<file path="src/rtl/fifo_stream_writer.sv">
// fifo_stream_writer
//   Write-side producer for the async FIFO (wr_clk domain). Turns an upstream
//   valid/ready packet stream into FIFO writes of {last, data}. A two-entry
//   skid buffer decouples s_ready from the FIFO full flag. Packets longer than
//   MAX_PKT words are cut short: the last kept word gets a forced last, and the
//   rest of the packet is swallowed.
// Ports:
//   wr_clk, rst        clock, synchronous active-high reset
//   s_valid/s_ready    upstream handshake; s_data, s_last payload
//   wr_en/wdata        FIFO write strobe and word {last, data}
//   full, wr_error     FIFO status inputs
//   clr_err            pulse, clears len_err/fifo_err
//   pkt_done, pkt_cnt  packet-written pulse and wrapping packet count
//   len_err, fifo_err  sticky error flags
module fifo_stream_writer #(
  parameter int DATA_W  = 8,
  parameter int MAX_PKT = 16,
  parameter int LEN_W   = $clog2(MAX_PKT + 1)
) (
  input  logic              wr_clk,
  input  logic              rst,
  input  logic              s_valid,
  output logic              s_ready,
  input  logic [DATA_W-1:0] s_data,
  input  logic              s_last,
  output logic              wr_en,
  output logic [DATA_W:0]   wdata,
  input  logic              full,
  input  logic              wr_error,
  input  logic              clr_err,
  output logic              pkt_done,
  output logic [15:0]       pkt_cnt,
  output logic              len_err,
  output logic              fifo_err
);
  localparam int WW = DATA_W + 1;
  localparam logic [LEN_W-1:0] LEN_LAST = LEN_W'(MAX_PKT - 1);
  localparam logic SINGLE = (MAX_PKT == 1);

  typedef enum logic [1:0] {IDLE, BODY, DROP} state_t;

  state_t              state_q;
  logic [LEN_W-1:0]    len_cnt_q;
  logic [1:0]          cnt_q, cnt_d;
  logic [1:0][WW-1:0]  buf_q, buf_d;
  logic                pkt_done_q, len_err_q, fifo_err_q;
  logic [15:0]         pkt_cnt_q;

  logic                accept, push, pop, trunc;
  logic [WW-1:0]       push_word;
  logic [1:0]          wr_pos;

  assign s_ready  = (state_q == DROP) || (cnt_q != 2'd2);
  assign wr_en    = (cnt_q != 2'd0) && !full;
  assign wdata    = buf_q[0];
  assign pkt_done = pkt_done_q;
  assign pkt_cnt  = pkt_cnt_q;
  assign len_err  = len_err_q;
  assign fifo_err = fifo_err_q;

  assign accept = s_valid && s_ready;
  assign pop    = wr_en;
  // Word that must be force-terminated because the packet hit MAX_PKT.
  assign trunc  = accept && !s_last &&
                  (((state_q == IDLE) && SINGLE) ||
                   ((state_q == BODY) && (len_cnt_q == LEN_LAST)));

  always_comb begin
    push      = 1'b0;
    push_word = '0;
    if (accept && (state_q != DROP)) begin
      push      = 1'b1;
      push_word = {s_last || trunc, s_data};
    end
  end

  // Push lands behind whatever survives this cycle's pop. A push never
  // coincides with count 2 (s_ready is low then outside DROP, and DROP
  // never pushes), so the slot index is always 0 or 1.
  always_comb begin
    cnt_d  = cnt_q + {1'b0, push} - {1'b0, pop};
    wr_pos = cnt_q - {1'b0, pop};
    buf_d  = buf_q;
    if (pop)  buf_d[0] = buf_q[1];
    if (push) buf_d[wr_pos[0]] = push_word;
  end

  // Packet framing FSM; advances only on accepted words.
  always_ff @(posedge wr_clk) begin
    if (rst) begin
      state_q   <= IDLE;
      len_cnt_q <= '0;
      len_err_q <= 1'b0;
    end else begin
      if (accept) begin
        case (state_q)
          IDLE: if (!s_last) begin
            state_q   <= SINGLE ? DROP : BODY;
            len_cnt_q <= LEN_W'(1);
          end
          BODY: if (s_last) begin
            state_q   <= IDLE;
            len_cnt_q <= '0;
          end else begin
            if (len_cnt_q == LEN_LAST) state_q <= DROP;
            len_cnt_q <= len_cnt_q + LEN_W'(1);
          end
          default: if (s_last) begin
            state_q   <= IDLE;
            len_cnt_q <= '0;
          end
        endcase
      end
      if (trunc)        len_err_q <= 1'b1;
      else if (clr_err) len_err_q <= 1'b0;
    end
  end

  always_ff @(posedge wr_clk) begin
    if (rst) begin
      cnt_q      <= '0;
      buf_q      <= '0;
      pkt_done_q <= 1'b0;
      pkt_cnt_q  <= '0;
      fifo_err_q <= 1'b0;
    end else begin
      cnt_q      <= cnt_d;
      buf_q      <= buf_d;
      pkt_done_q <= pop && buf_q[0][DATA_W];
      if (pop && buf_q[0][DATA_W]) pkt_cnt_q <= pkt_cnt_q + 16'd1;
      if (wr_error)     fifo_err_q <= 1'b1;
      else if (clr_err) fifo_err_q <= 1'b0;
    end
  end
endmodule
</file>
<file path="config.mk">
export PLATFORM = sky130hd
export DESIGN_NAME = fifo_stream_writer
export DESIGN_NICKNAME = d
export VERILOG_FILES = /design/src/rtl/fifo_stream_writer.sv
export SDC_FILE = /design/constraint.sdc
export NUM_CORES = 1
export LEC_CHECK = 0
export CAP_MARGIN = 20
export CORE_MARGIN = 3
export CORE_UTILIZATION = 50
export CTS_CLUSTER_DIAMETER = 100
export DETAILED_ROUTE_END_ITERATION = 7
export PLACE_DENSITY_LB_ADDON = 0.12
export REMOVE_ABC_BUFFERS = 1
export SYNTH_ARGS = -nofsm -noshare
export SYNTH_HDL_FRONTEND = slang
export SYNTH_SLANG_ARGS = --single-unit
export TNS_END_PERCENT = 20
</file>
<file path="constraint.sdc">
create_clock -name wr_clk -period 4.6 [get_ports wr_clk]
set_input_delay 0.92 -clock wr_clk [delete_from_list [all_inputs] [get_ports wr_clk]]
set_output_delay 0.92 -clock wr_clk [all_outputs]
set_load 0.005 [all_outputs]
</file>
Word level (Yosys, flattened, before mapping)
Cells that the tools add are included.
- muxes and demuxes: 19
- add/sub/neg operators: 5
- $lt $le $gt $ge: 2
- reduce and logical (&&, ||, !) cells: 19
- eq/ne operators: 7
- operator list (cell ; count):
    $mux W9 ; 4
    $bwmux W18 ; 1
    $add A16 B1 Y16 const B ; 1
    $mux W5 ; 3
    $pmux W5 S2 ; 1
    $demux W9 S1 ; 1
    $logic_and A1 B1 Y1 ; 8
    $mux W2 ; 4
    $ne A2 B2 Y1 const B ; 3
    $reduce_bool A2 Y1 ; 3
    $add A5 B1 Y5 const B ; 1
    $eq A5 B4 Y1 const B ; 1
    $mux W1 ; 4
    $pmux W2 S2 ; 1
    $reduce_and A4 Y1 ; 1
    $ne A3 B2 Y1 const B ; 1
    $reduce_and A3 Y1 ; 1
    $reduce_bool A3 Y1 ; 1
    $add A2 B1 Y2 ; 1
    $eq A2 B1 Y1 const B ; 1
    $eq A2 B2 Y1 const B ; 1
    $logic_not A1 Y1 ; 2
    $logic_not A2 Y1 ; 1
    $logic_or A1 B1 Y1 ; 2
    other kinds (4) ; 4
- logic and storage cells: 61
- output and inout bits: 30
- register bits after elaboration: 46
- input port bits: 15

Longest topological paths before layout
- depth after elaboration: 9
- mapped depth: 9
- gate-level depth less buffers: 8

Least setup slack after synthesis
OpenSTA, ideal clock, no wires.
- path type: input port to flip-flop
- start: input full
- end: register cnt_q[1]
- stages on the path: 9
- path slack: 2096 ps
- arrival time: 2377 ps
- setup time: 128 ps
- buffers on the path: 1
- data required time: 4472 ps
- path through: o21bai_2 -> inv_1 -> clkbuf_1 -> ha_1 -> inv_1 -> ha_1 -> xor2_1 -> xnor2_1 -> nor2_1
- cells in the longest elaborated chain, start to end: 3
- RTL lines (element ; RTL line ; text):
    start, declared ; 28 ; input logic full,
    $logic_not A1 Y1 ; 54 ; assign wr_en = (cnt_q != 2'd0) && !full;
    $logic_and A1 B1 Y1 ; 54 ;
    net wr_en ; 26 ; output logic wr_en,
    $sub A2 B1 Y2 ; 81 ; cnt_d = cnt_q + {1'b0, push} - {1'b0, pop};
    end signal, assigned ; 127 ; cnt_q <= cnt_d;
    end, declared ; 44 ; logic [1:0] cnt_q, cnt_d;
The timed path passes the listed nets, and every way through them passes these cells.
A chain may end at the register's enable or synchronous reset.

Worst setup path after layout
- start: input full
- end: output wr_en
- cells in the longest elaborated chain, start to end: 2
- RTL lines (element ; RTL line):
    $logic_not A1 Y1 ; 54
    $logic_and A1 B1 Y1 ; 54
    end, declared ; 26
Every way passes these cells.

==> results.txt <==
Status - finished, final reports clean
CP Data Arrival Time - 2600 ps
Die W - 71.3 um
Async S/R FF share, synth - 0%
Hold-fix buffers, CTS - 0
Post-synthesis xor/xnor area fraction - 4.92%
CP endpoint - wr_en
Peak VDD IR - 0.281 mV
Multi-input gate area - 1070 um^2
GRT Overall Usage - 18.1%
Largest net degree at the start of global routing - 23
CP startpoint kind - primary input
Worst R2R Start - cnt_q[0]
Finished Cell Area - 2670 um^2
Gate Count Post-Synth - 249
Mux share of post-synthesis cell area - 4.28%
Antenna violations before repair - 0
Initial Util - 52.6%
Worst Path Buf+Inv - 4
Final Slew Violations - 0
RSZ-0062 raised after global routing - false
Maxcap violations - 0
Synth warnings - 0
Die Span Y - 71.3 um
Setup Buffers After CTS - 0
Routability cong. - 0.782
Post-synth EDFFs - 0
# port buffers - 44
DRC - 0
CTS tree - built
Req. time, crit path - 3680 ps
Yosys top cell by area - dfxtp_1
Synth-to-layout area growth - 25.0%
H-tree level count - 2
Hold Crit Start - buf_q[14]
Crit path max-delay family - buffers and inverters
Fin crit share - 76.4%
Reg2reg setup slack - 2320 ps
Levels on crit path - 5
Reg-to-Reg End - cnt_q[1]
Clk sinks - 46
DIE AREA - 5090 um^2
WS Path Type - in -> out
Grt total ovfl - 0
Top post-synthesis cells by area - dfxtp_1, nor2_1, nand2_1, mux2i_1, a311oi_1
Post-route minimum period - 3520 ps
Ant. Diodes - 0
Synth Area in Compound Gates - 12.1%
Post-synth top area share - 43.1%
Crit-path cells - clkdlybuf4s50_1, o21bai_2, inv_1, buf_4, clkdlybuf4s50_1
Measured slew at the worst slew-check pin - 737 ps
Crit-path max cell delay - 530 ps
Worst setup path start - full
Post-cts sizing count - 0
Slew headroom - 50.8%
Post-DRT Antenna Nets - 0
Register area share after synthesis - 43.1%
Pre-antenna DRT Iters - 4
Area share of fa/ha/maj cells after synthesis - 2.93%
Routed via count - 1834
Mean Syn Cell Area - 8.57 um^2
Clk_lat worst skew - 300 ps
Simple-gate area share of the yosys netlist - 26.1%
Largest family of logic cells by synthesized area - simple AND/OR/NAND/NOR gates
Mapped Area - 2130 um^2
Leakage power - 1.01 nW
Detailed Route WL - 4.33 mm
DR WL/cell - 12.9 um
Vias per cell - 5.47
Path depth of the worst reg2reg path - 9
Share of cells above drive strength 1 - 6.67%
Clock skew - 5.36 ps
Most used cell, CP - clkdlybuf4s50_1
Synth Flop Type - dfxtp_1
Fmax - 284 MHz
Synth cell types - 42
Power per Cell Area - 377 nW/um^2
Worst hold path type - reg -> reg
Maximum clock path buffer count - 2
Hold Path Cell Cnt - 2
Area after DPL - 2550 um^2
Critical Path Slowest Stage Cell - clkdlybuf4s50_1
Core Box Area - 4060 um^2
Nets - 304
Global-route wire length before repair - 7.41 mm
Crit path max fanout - 18
Flops & latches, synth - 46
Filler cells - 357
Final setup violating endpoints - 0
Post-DP HPWL - 3.16 mm
Power, Total - 0.00100 W
Row Count - 23
Drt first-iter violations - 72
Setup TNS - 0 ps
Clock transition at path regs - 90 ps
Num CTS Buffers - 5
Clock root buffer - clkbuf_8
Register Area - 921 um^2
Worst hold slack - 483 ps
CP Capture Type - output port
Vias in the first global route - 1635
IO Pins - 45
Hold Violations, Final - 0
-- stage by stage --
step / setup WS, ps / utilization (%) / cells
6_report: 1080 / 65.7 / 335
5_1_grt: 981 / 65.7 / 335
4_1_cts: 1080 / 65.7 / 335
3_5_place_dp: 1090 / 62.9 / 327
3_3_place_gp: 1110 / 62.9 / 327
2_1_floorplan: 2170 / - / 230
-- kinds of logic after synthesis --
family                   after synthesis
AO/OA/AOI/OAI                         39
XOR/XNOR                              12
adder cells (fa/ha/maj)                5
buffers and inverters                 28
flip-flops                            46
multiplexers                           9
AND/OR/NAND/NOR                      110
-- cell type report --
class / instances / share of cell area (%)
multi-input cells: 175 / 40.2
flip-flops and latches: 46 / 34.5
repair buffers: 47 / 17.4
clock buffers: 5 / 2.58
well taps: 50 / 2.35
clock inverters: 3 / 1.69
inverters: 9 / 1.27
-- placed cells by master, fill, tap and decap left out, drive strengths merged, types with 5 or more instances in the layout --
master         netlist  final
a21oi               14     14
a311oi               9      9
clkbuf               8      5
clkdlybuf4s50        0     44
dfxtp               46     46
ha                   5      5
inv                  9      9
mux2i                8      8
nand2               25     25
nand2b               5      5
nand3               10     10
nand4                7      7
nor2                34     34
nor3                 6      6
o21ai                7      7
xnor2                6      6
xor2                 6      6
-- worst reg2reg max path: cells and delay by family (launching register included) --
family	cells	cell delay, ps
AO/OA/AOI/OAI	1	620
adder cells (fa/ha/maj)	2	440
flip-flops	1	370
buffers and inverters	3	360
XOR/XNOR	2	320
AND/OR/NAND/NOR	1	50
-- power by group --
part | switching [W] | leakage, nW | internal [W]
Combinational | 0.000122 | 0.585 | 0.000114
Clock | 0.000144 | 0.0504 | 0.000162
Sequential | 0.0000310 | 0.374 | 0.000433
-- synthesized netlist by cell type, types with 2 or more instances --
| library cell | n |
|---|---|
| a311oi_1 | 9 |
| nand4b_1 | 2 |
| nand4_2 | 2 |
| a21oi_1 | 14 |
| ha_1 | 5 |
| xnor2_1 | 6 |
| nand2_1 | 25 |
| o31ai_1 | 3 |
| and3_1 | 2 |
| or4_1 | 4 |
| nor2b_1 | 3 |
| nor2_1 | 34 |
| dfxtp_1 | 46 |
| nand4_1 | 5 |
| nand2b_1 | 5 |
| nand3_1 | 10 |
| inv_1 | 9 |
| mux2i_1 | 8 |
| clkbuf_1 | 8 |
| nor3_1 | 6 |
| nor4_1 | 3 |
| xor2_1 | 6 |
| buf_4 | 9 |
| o21ai_0 | 7 |
-- how the worst min path moves through the flow --
| stage | end | slack (ps) |
|---|---|---|
| after floorplan | len_cnt_q[3] | 440 |
| after global placement | len_cnt_q[4] | 460 |
| after detailed placement | len_cnt_q[3] | 470 |
| after CTS | len_cnt_q[4] | 480 |
| after global routing | wdata[3] | 500 |
| final | wdata[5] | 480 |
-- per-layer routing --
metal	up-vias	GRT usage (%)	wire, um
met3	7	5.89	228
li1	936	-	-
met2	45	28.9	1900
met1	846	23.3	2150
met4	0	5.64	51
met5	-	0	0
-- registers in the layout, summed over array words and instances (netlist names) --
register,cells
buf_q,9
pkt_cnt,16
fifo_err,1
pkt_done,1
wdata,9
len_err,1
len_cnt_q,5
cnt_q,2
state_q,2
Power figures use the tool's default switching activity.
